## src/rtl/grant_hold_arb_if.sv

```systemverilog
// ---------------------------------------------------------------------------
// grant_hold_arb_if
// Requester-side bus of the grant-hold arbiter.
//   req       N  level request per requester
//   en        1  arbitration enable (gates issuing a new grant)
//   rel       1  current owner done (the "release" strobe; renamed because
//                release is a reserved word in SystemVerilog)
//   gnt       N  registered one-hot grant, zero when no owner
//   gnt_valid 1  registered, high iff gnt != 0
//   req_up    1  OR of the pending register
//   pending   N  registered pending-request vector
//   timeout   1  one-cycle pulse when a grant is force-returned
// Modports: master = requester/test side, slave = arbiter side.
// ---------------------------------------------------------------------------
interface grant_hold_arb_if #(
    parameter int N = 4
);
    logic [N-1:0] req;
    logic         en;
    logic         rel;
    logic [N-1:0] gnt;
    logic         gnt_valid;
    logic         req_up;
    logic [N-1:0] pending;
    logic         timeout;

    modport master (
        output req, en, rel,
        input  gnt, gnt_valid, req_up, pending, timeout
    );

    modport slave (
        input  req, en, rel,
        output gnt, gnt_valid, req_up, pending, timeout
    );
endinterface

```

## src/rtl/grant_hold_arb.sv

```systemverilog
// ---------------------------------------------------------------------------
// grant_hold_arb
// Sequential arbiter front-end: latches requests into a pending vector, picks
// one winner when enabled, then holds a registered one-hot grant until the
// owner releases it or the hold timeout expires.
//
// Ports:
//   clock  in  single clock, rising edge
//   reset  in  synchronous, active-high
//   bus    grant_hold_arb_if.slave (req/en/rel in; gnt/gnt_valid/req_up/
//          pending/timeout out)
// Parameters:
//   N         number of requesters (power of 2, 2..16)
//   MAX_HOLD  cycles a grant may be held before it is forced back (>= 2)
// Build option:
//   ARB_ROUND_ROBIN_EN  defined: rotating priority, the last granted index
//                       becomes lowest priority for the next issue.
//                       undefined: fixed priority, index N-1 highest.
// ---------------------------------------------------------------------------
module grant_hold_arb #(
    parameter int N        = 4,
    parameter int MAX_HOLD = 8
) (
    input  logic             clock,
    input  logic             reset,
    grant_hold_arb_if.slave  bus
);
    localparam int CW = $clog2(MAX_HOLD);
    localparam int IW = $clog2(N);

    typedef enum logic {
        IDLE = 1'b0,
        BUSY = 1'b1
    } state_e;

    state_e        state_q,    state_d;
    logic [N-1:0]  pending_q,  pending_d;
    logic [N-1:0]  gnt_q,      gnt_d;
    logic          gnt_valid_q, gnt_valid_d;
    logic [CW-1:0] hold_cnt_q, hold_cnt_d;
    logic          timeout_q,  timeout_d;
    logic [N-1:0]  issue_mask;
    logic [IW-1:0] win_idx;
    logic          win_found;

`ifdef ARB_ROUND_ROBIN_EN
    logic [IW-1:0] rr_ptr_q, rr_ptr_d;
    logic [IW-1:0] cand;

    // Walk k-1, k-2, ... wrapping through N-1 down to k; N is a power of
    // two so the IW-bit subtraction wraps modulo N for free.
    always_comb begin
        win_idx   = '0;
        win_found = 1'b0;
        cand      = '0;
        for (int i = 1; i <= N; i++) begin
            cand = rr_ptr_q - IW'(i);
            if (!win_found && pending_q[cand]) begin
                win_idx   = cand;
                win_found = 1'b1;
            end
        end
    end
`else
    // Fixed priority: highest set index wins.
    always_comb begin
        win_idx   = '0;
        win_found = 1'b0;
        for (int i = N - 1; i >= 0; i--) begin
            if (!win_found && pending_q[i]) begin
                win_idx   = IW'(i);
                win_found = 1'b1;
            end
        end
    end
`endif

    // NOTE: every signal gets a default before the case so no path leaves it
    // unassigned -- otherwise synthesis infers a latch.
    always_comb begin
        state_d    = state_q;
        gnt_d      = gnt_q;
        hold_cnt_d = hold_cnt_q;
        timeout_d  = 1'b0;
        issue_mask = '0;
        case (state_q)
            IDLE: begin
                if (bus.en && win_found) begin
                    issue_mask[win_idx] = 1'b1;
                    gnt_d               = issue_mask;
                    hold_cnt_d          = '0;
                    state_d             = BUSY;
                end
            end
            BUSY: begin
                // Release takes precedence over an expiring hold: no pulse.
                if (bus.rel) begin
                    gnt_d   = '0;
                    state_d = IDLE;
                end else if (hold_cnt_q == CW'(MAX_HOLD - 1)) begin
                    gnt_d     = '0;
                    state_d   = IDLE;
                    timeout_d = 1'b1;
                end else begin
                    hold_cnt_d = hold_cnt_q + CW'(1);
                end
            end
            default: state_d = IDLE;
        endcase
        gnt_valid_d = |gnt_d;
        // A same-cycle request on the issued index re-sets its bit.
        pending_d   = (pending_q & ~issue_mask) | bus.req;
    end

`ifdef ARB_ROUND_ROBIN_EN
    assign rr_ptr_d = (|issue_mask) ? win_idx : rr_ptr_q;
`endif

    // NOTE: state registers use non-blocking assignments so every flop
    // samples its _d value from before the edge, independent of block order.
    always_ff @(posedge clock) begin
        if (reset) begin
            state_q     <= IDLE;
            pending_q   <= '0;
            gnt_q       <= '0;
            gnt_valid_q <= 1'b0;
            hold_cnt_q  <= '0;
            timeout_q   <= 1'b0;
`ifdef ARB_ROUND_ROBIN_EN
            rr_ptr_q    <= IW'(N - 1);
`endif
        end else begin
            state_q     <= state_d;
            pending_q   <= pending_d;
            gnt_q       <= gnt_d;
            gnt_valid_q <= gnt_valid_d;
            hold_cnt_q  <= hold_cnt_d;
            timeout_q   <= timeout_d;
`ifdef ARB_ROUND_ROBIN_EN
            rr_ptr_q    <= rr_ptr_d;
`endif
        end
    end

    assign bus.gnt       = gnt_q;
    assign bus.gnt_valid = gnt_valid_q;
    assign bus.pending   = pending_q;
    assign bus.req_up    = |pending_q;
    assign bus.timeout   = timeout_q;
endmodule

```

## src/flat_wrapper.sv

```systemverilog
// flat-port wrapper written by rule: the top's interface ports become plain ports
module grant_hold_arb_flat 
#(
    parameter int N        = 4,
    parameter int MAX_HOLD = 8
)
  (clock, reset, bus_req, bus_en, bus_rel, bus_gnt, bus_gnt_valid, bus_req_up, bus_pending, bus_timeout);
  grant_hold_arb_if #(.N(N)) bus_i ();
  input  logic clock;
  input  logic reset;
  input wire logic [$bits(bus_i.req)-1:0] bus_req;
  input wire logic [$bits(bus_i.en)-1:0] bus_en;
  input wire logic [$bits(bus_i.rel)-1:0] bus_rel;
  output wire logic [$bits(bus_i.gnt)-1:0] bus_gnt;
  output wire logic [$bits(bus_i.gnt_valid)-1:0] bus_gnt_valid;
  output wire logic [$bits(bus_i.req_up)-1:0] bus_req_up;
  output wire logic [$bits(bus_i.pending)-1:0] bus_pending;
  output wire logic [$bits(bus_i.timeout)-1:0] bus_timeout;
  assign bus_i.req = bus_req;
  assign bus_i.en = bus_en;
  assign bus_i.rel = bus_rel;
  assign bus_gnt = bus_i.gnt;
  assign bus_gnt_valid = bus_i.gnt_valid;
  assign bus_req_up = bus_i.req_up;
  assign bus_pending = bus_i.pending;
  assign bus_timeout = bus_i.timeout;
  grant_hold_arb #(.N(N), .MAX_HOLD(MAX_HOLD)) u_core (.clock(clock), .reset(reset), .bus(bus_i));
endmodule
```

## config.mk

```make
export PLATFORM = sky130hd
export DESIGN_NAME = grant_hold_arb_flat
export DESIGN_NICKNAME = d
export VERILOG_FILES = /design/src/rtl/grant_hold_arb_if.sv /design/src/rtl/grant_hold_arb.sv /design/src/flat_wrapper.sv
export SDC_FILE = /design/constraint.sdc
export NUM_CORES = 1
export LEC_CHECK = 0
export ABC_AREA = 1
export CORE_AREA = 2 2 39 41
export CTS_CLUSTER_SIZE = 28
export DETAILED_ROUTE_END_ITERATION = 10
export DIE_AREA = 0 0 41 43
export DONT_BUFFER_PORTS = 1
export PLACE_DENSITY_LB_ADDON = 0.15
export SLEW_MARGIN = 20
export SYNTH_ARGS = -nofsm -noshare
export SYNTH_HDL_FRONTEND = slang
export SYNTH_SLANG_ARGS = --single-unit
```

## constraint.sdc

```tcl
create_clock -name clock -period 3.6 [get_ports clock]
set_input_delay 0.54 -clock clock [delete_from_list [all_inputs] [get_ports clock]]
set_output_delay 0.54 -clock clock [all_outputs]
set_load 0.005 [all_outputs]
```

==> Implementation_results.wiki <==
{| class="wikitable"
! Metric !! Value
|-
| Number of design rule violations left after detail routing || 0
|-
| # Post-CTS Setup Buffers || 0
|-
| CTS hold repair buffers || 0
|-
| CP required || 3.06 ns
|-
| Total wire length || 979 um
|-
| Unique cell type count in the Yosys netlist || 17
|-
| Category of the worst setup path launch point || flop
|-
| Final-report hold violation count || 0
|-
| Initial DRC Count || 11
|-
| Type of the worst min-delay path || in2reg
|-
| Number of buffers added on ports || 0
|-
| Setup CP Type || reg2out
|-
| Crit end category || output pin
|-
| Full die area || 1760 um^2
|-
| Count of vias placed by the detailed router || 437
|-
| Number of flip-flops and latches in the synthesized netlist || 14
|-
| Number of rows created at floorplan || 14
|-
| Endpoint with the worst hold slack || u_core.bus.gnt_valid
|-
| RSZ-0062 raised after global routing || false
|-
| Initial antenna violation count || 0
|-
| 1st-pass router iterations || 4
|-
| Syn-to-layout area delta || 9.27%
|-
| Dominant synthesized flop cell || sky130_fd_sc_hd__dfxtp_1
|-
| Tcrit/Tclk final || 40.7%
|-
| Final setup violating endpoints || 0
|-
| CP arrival || 0.92 ns
|-
| Length of routed met2 wiring || 417 um
|-
| Portion of total power attributed to the clock network || 35.2%
|-
| CTS tree || yes
|-
| Top achievable clock speed || 683 MHz
|-
| Total count of max-transition violations in the final report || 0
|-
| Top layer in use || met4
|-
| Share of final-layout standard cells stronger than drive strength 1 || 17.8%
|-
| PnR worst setup slack || 2.14 ns
|-
| Number of top-level pins || 19
|-
| Mean area per synthesized cell || 8.10 um^2
|-
| Clock root buffer || sky130_fd_sc_hd__clkbuf_4
|-
| Deepest clock path buffer count || 2
|-
| Logic depth of the worst register-to-register path || 9
|-
| Post-cts resize count || 0
|-
| Largest net degree at the start of global routing || 15
|-
| Relative contribution of combinational cells to total power || 10.1%
|-
| Worst-skew pair later-pin latency || 0.27 ns
|-
| Final ANT Viol Nets || 0
|-
| Internal power component || 0.000237 W
|-
| End of the worst register-to-register path || u_core.bus.gnt_valid
|-
| Clock period minus final worst setup slack || 1.46 ns
|-
| Die boundary height || 43 um
|-
| Setup slack on the worst flop-to-flop path || 2.17 ns
|-
| Clock buffers created by TritonCTS || 3
|-
| Run status || complete, no violations
|-
| Net switching power of the design || 0.0000764 W
|-
| Static power due to leakage || 0.280 nW
|-
| Syn Nets || 80
|-
| Relative slew margins || 86.1%
|-
| Sequential fraction of design power || 54.7%
|-
| Worst Max-Slew Pin Slew || 0.207 ns
|-
| Final setup TNS || 0 ns
|-
| Half-perimeter wire length of the detailed placement result || 738 um
|-
| Met1 routed wirelength after detailed routing || 457 um
|-
| Wire length of the first global-routing pass || 1660 um
|-
| GRT Util Overall || 14.3%
|-
| Reg-to-reg critical path startpoint || u_core.hold_cnt_q[0]
|-
| Via-per-instance ratio || 4.91
|-
| Routability-driven placement congestion ratio || 0.702
|-
| ANT cells || 0
|-
| Synth Cell Area || 567 um^2
|-
| Post-Route Skew || 0.00221 ns
|-
| Met3 Wirelength || 78 um
|-
| Count of filler cells inserted in the layout || 137
|-
| Maximum Capacitance Violations || 0
|-
| Maximum level of the CTS H-tree || 1
|-
| Number of global-route vias before repair || 404
|-
| EDFF count, synth || 0
|-
| Cell count after synthesis || 70
|-
| Hold Crit Depth || 1
|-
| Placeable Area || 1380 um^2
|-
| Worst supply voltage drop on vdd || 0.161 mV
|-
| Sequential cell area fraction in the yosys report || 49.4%
|-
| Worst Hold Launch || reset
|-
| Average detailed-routed wire length per instance || 11.0 um
|-
| Pre-CTS setup slack || 2.19 ns
|-
| Switching part of the total power || 24.4%
|-
| Net total in the final layout || 84
|-
| Share of async-settable or async-resettable flops after synthesis || 0%
|-
| Total power divided by cell area || 506 nW/um^2
|-
| Clock sinks || 14
|-
| Initial Util || 41.0%
|-
| Clock edge transition at the registers on the reported setup and hold paths || 0.08 ns
|-
| Horizontal die dimension || 41 um
|-
| Number of synthesis warnings || 0
|-
| Remaining global-route overflow || 0
|-
| Maximum fanout count along the critical path || 4
|}
-- final cells by class --
class,count,area (um^2),area share [%]
clock buffer,4,36.3,5.86
inverter,7,26.3,4.24
multi-input combinational,48,256,41.4
sequential,14,280,45.3
tap,16,20.0,3.23
-- worst max-delay path: stages (launching register included) --
cell                      delay (ns)
sky130_fd_sc_hd__dfxtp_1        0.36
sky130_fd_sc_hd__nor2_2         0.19
sky130_fd_sc_hd__nand2_2        0.11
-- sequential cells by signal, indices dropped and copies added (netlist names) --
register              count
u_core.bus.gnt_valid      1
u_core.bus.gnt            4
u_core.state_q            1
u_core.bus.pending        4
u_core.hold_cnt_q         3
u_core.bus.timeout        1
-- routing by layer --
| metal | vias up | global-route usage (%) |
|---|---|---|
| met5 | - | 0 |
| met4 | 0 | 10.0 |
| met3 | 4 | 4.71 |
| met2 | 19 | 18.1 |
| met1 | 185 | 19.5 |
| li1 | 229 | - |
-- how the worst max path moves through the flow --
stage / depth (start not counted) / slack, ns / startpoint / to
4_1_cts: 2 / 2.12 / u_core.bus.pending[2] / bus_req_up
6_report: 2 / 2.14 / u_core.bus.pending[2] / bus_req_up
3_3_place_gp: 9 / 2.20 / u_core.hold_cnt_q[0] / u_core.bus.gnt_valid
5_1_grt: 9 / 1.96 / u_core.hold_cnt_q[0] / u_core.bus.gnt_valid
2_1_floorplan: 9 / 2.31 / u_core.hold_cnt_q[0] / u_core.bus.gnt_valid
3_5_place_dp: 9 / 2.19 / u_core.hold_cnt_q[0] / u_core.bus.gnt_valid
-- Yosys cell counts, types with 2 or more instances --
cell type	number	area, um^2
sky130_fd_sc_hd__nor2_1	9	33.8
sky130_fd_sc_hd__inv_1	6	22.5
sky130_fd_sc_hd__a21oi_1	10	50.1
sky130_fd_sc_hd__nand2_2	4	25.0
sky130_fd_sc_hd__nand2_1	13	48.8
sky130_fd_sc_hd__ha_1	2	25.0
sky130_fd_sc_hd__nand3_1	3	15.0
sky130_fd_sc_hd__dfxtp_1	14	280
-- metrics by stage --
| stage | utilization (%) | total power (W) | std cells | cell area (um^2) | hold WS, ns |
|---|---|---|---|---|---|
| floorplan | - | 0.000202 | 70 | 567 | 0.442 |
| global placement | 42.1 | 0.000207 | 85 | 583 | 0.444 |
| detailed placement | 42.1 | 0.000207 | 85 | 583 | 0.452 |
| CTS | 44.8 | 0.000319 | 89 | 619 | 0.308 |
| global route | 44.8 | 0.000329 | 89 | 619 | 0.309 |
| finish | 44.8 | 0.000313 | 89 | 619 | 0.318 |
-- cell families after synthesis --
group	count (synthesis)	synth area share (%)
flops	14	49.4
fa+ha+maj	2	4.41
simple gates	34	29.1
compound gates	12	11.7
buf+inv	8	5.30
-- cell usage in the layout (no fill, tap or decap) --
master                     count
sky130_fd_sc_hd__nand3_1       3
sky130_fd_sc_hd__nor2_4        1
sky130_fd_sc_hd__nor2_2        1
sky130_fd_sc_hd__nand3b_1      1
sky130_fd_sc_hd__a21oi_2       1
sky130_fd_sc_hd__nor4_1        1
sky130_fd_sc_hd__ha_1          2
sky130_fd_sc_hd__a211oi_1      1
sky130_fd_sc_hd__clkbuf_4      3
sky130_fd_sc_hd__inv_2         1
sky130_fd_sc_hd__nand2_2       4
sky130_fd_sc_hd__nor2_1        9
sky130_fd_sc_hd__a21oi_1      10
sky130_fd_sc_hd__clkbuf_8      1
sky130_fd_sc_hd__inv_1         6
sky130_fd_sc_hd__nand2_1      13
sky130_fd_sc_hd__nand2_4       1
sky130_fd_sc_hd__dfxtp_1      14
-- power groups by stage --
stage	clock network, W	logic, W	registers (W)
6_report	0.000110	0.0000315	0.000171
5_1_grt	0.000119	0.0000370	0.000173
4_1_cts	0.000115	0.0000321	0.000172
3_5_place_dp	0	0.0000320	0.000175
3_3_place_gp	0	0.0000315	0.000175
2_1_floorplan	0	0.0000287	0.000174
No activity file was read; power rests on OpenSTA's default activity.
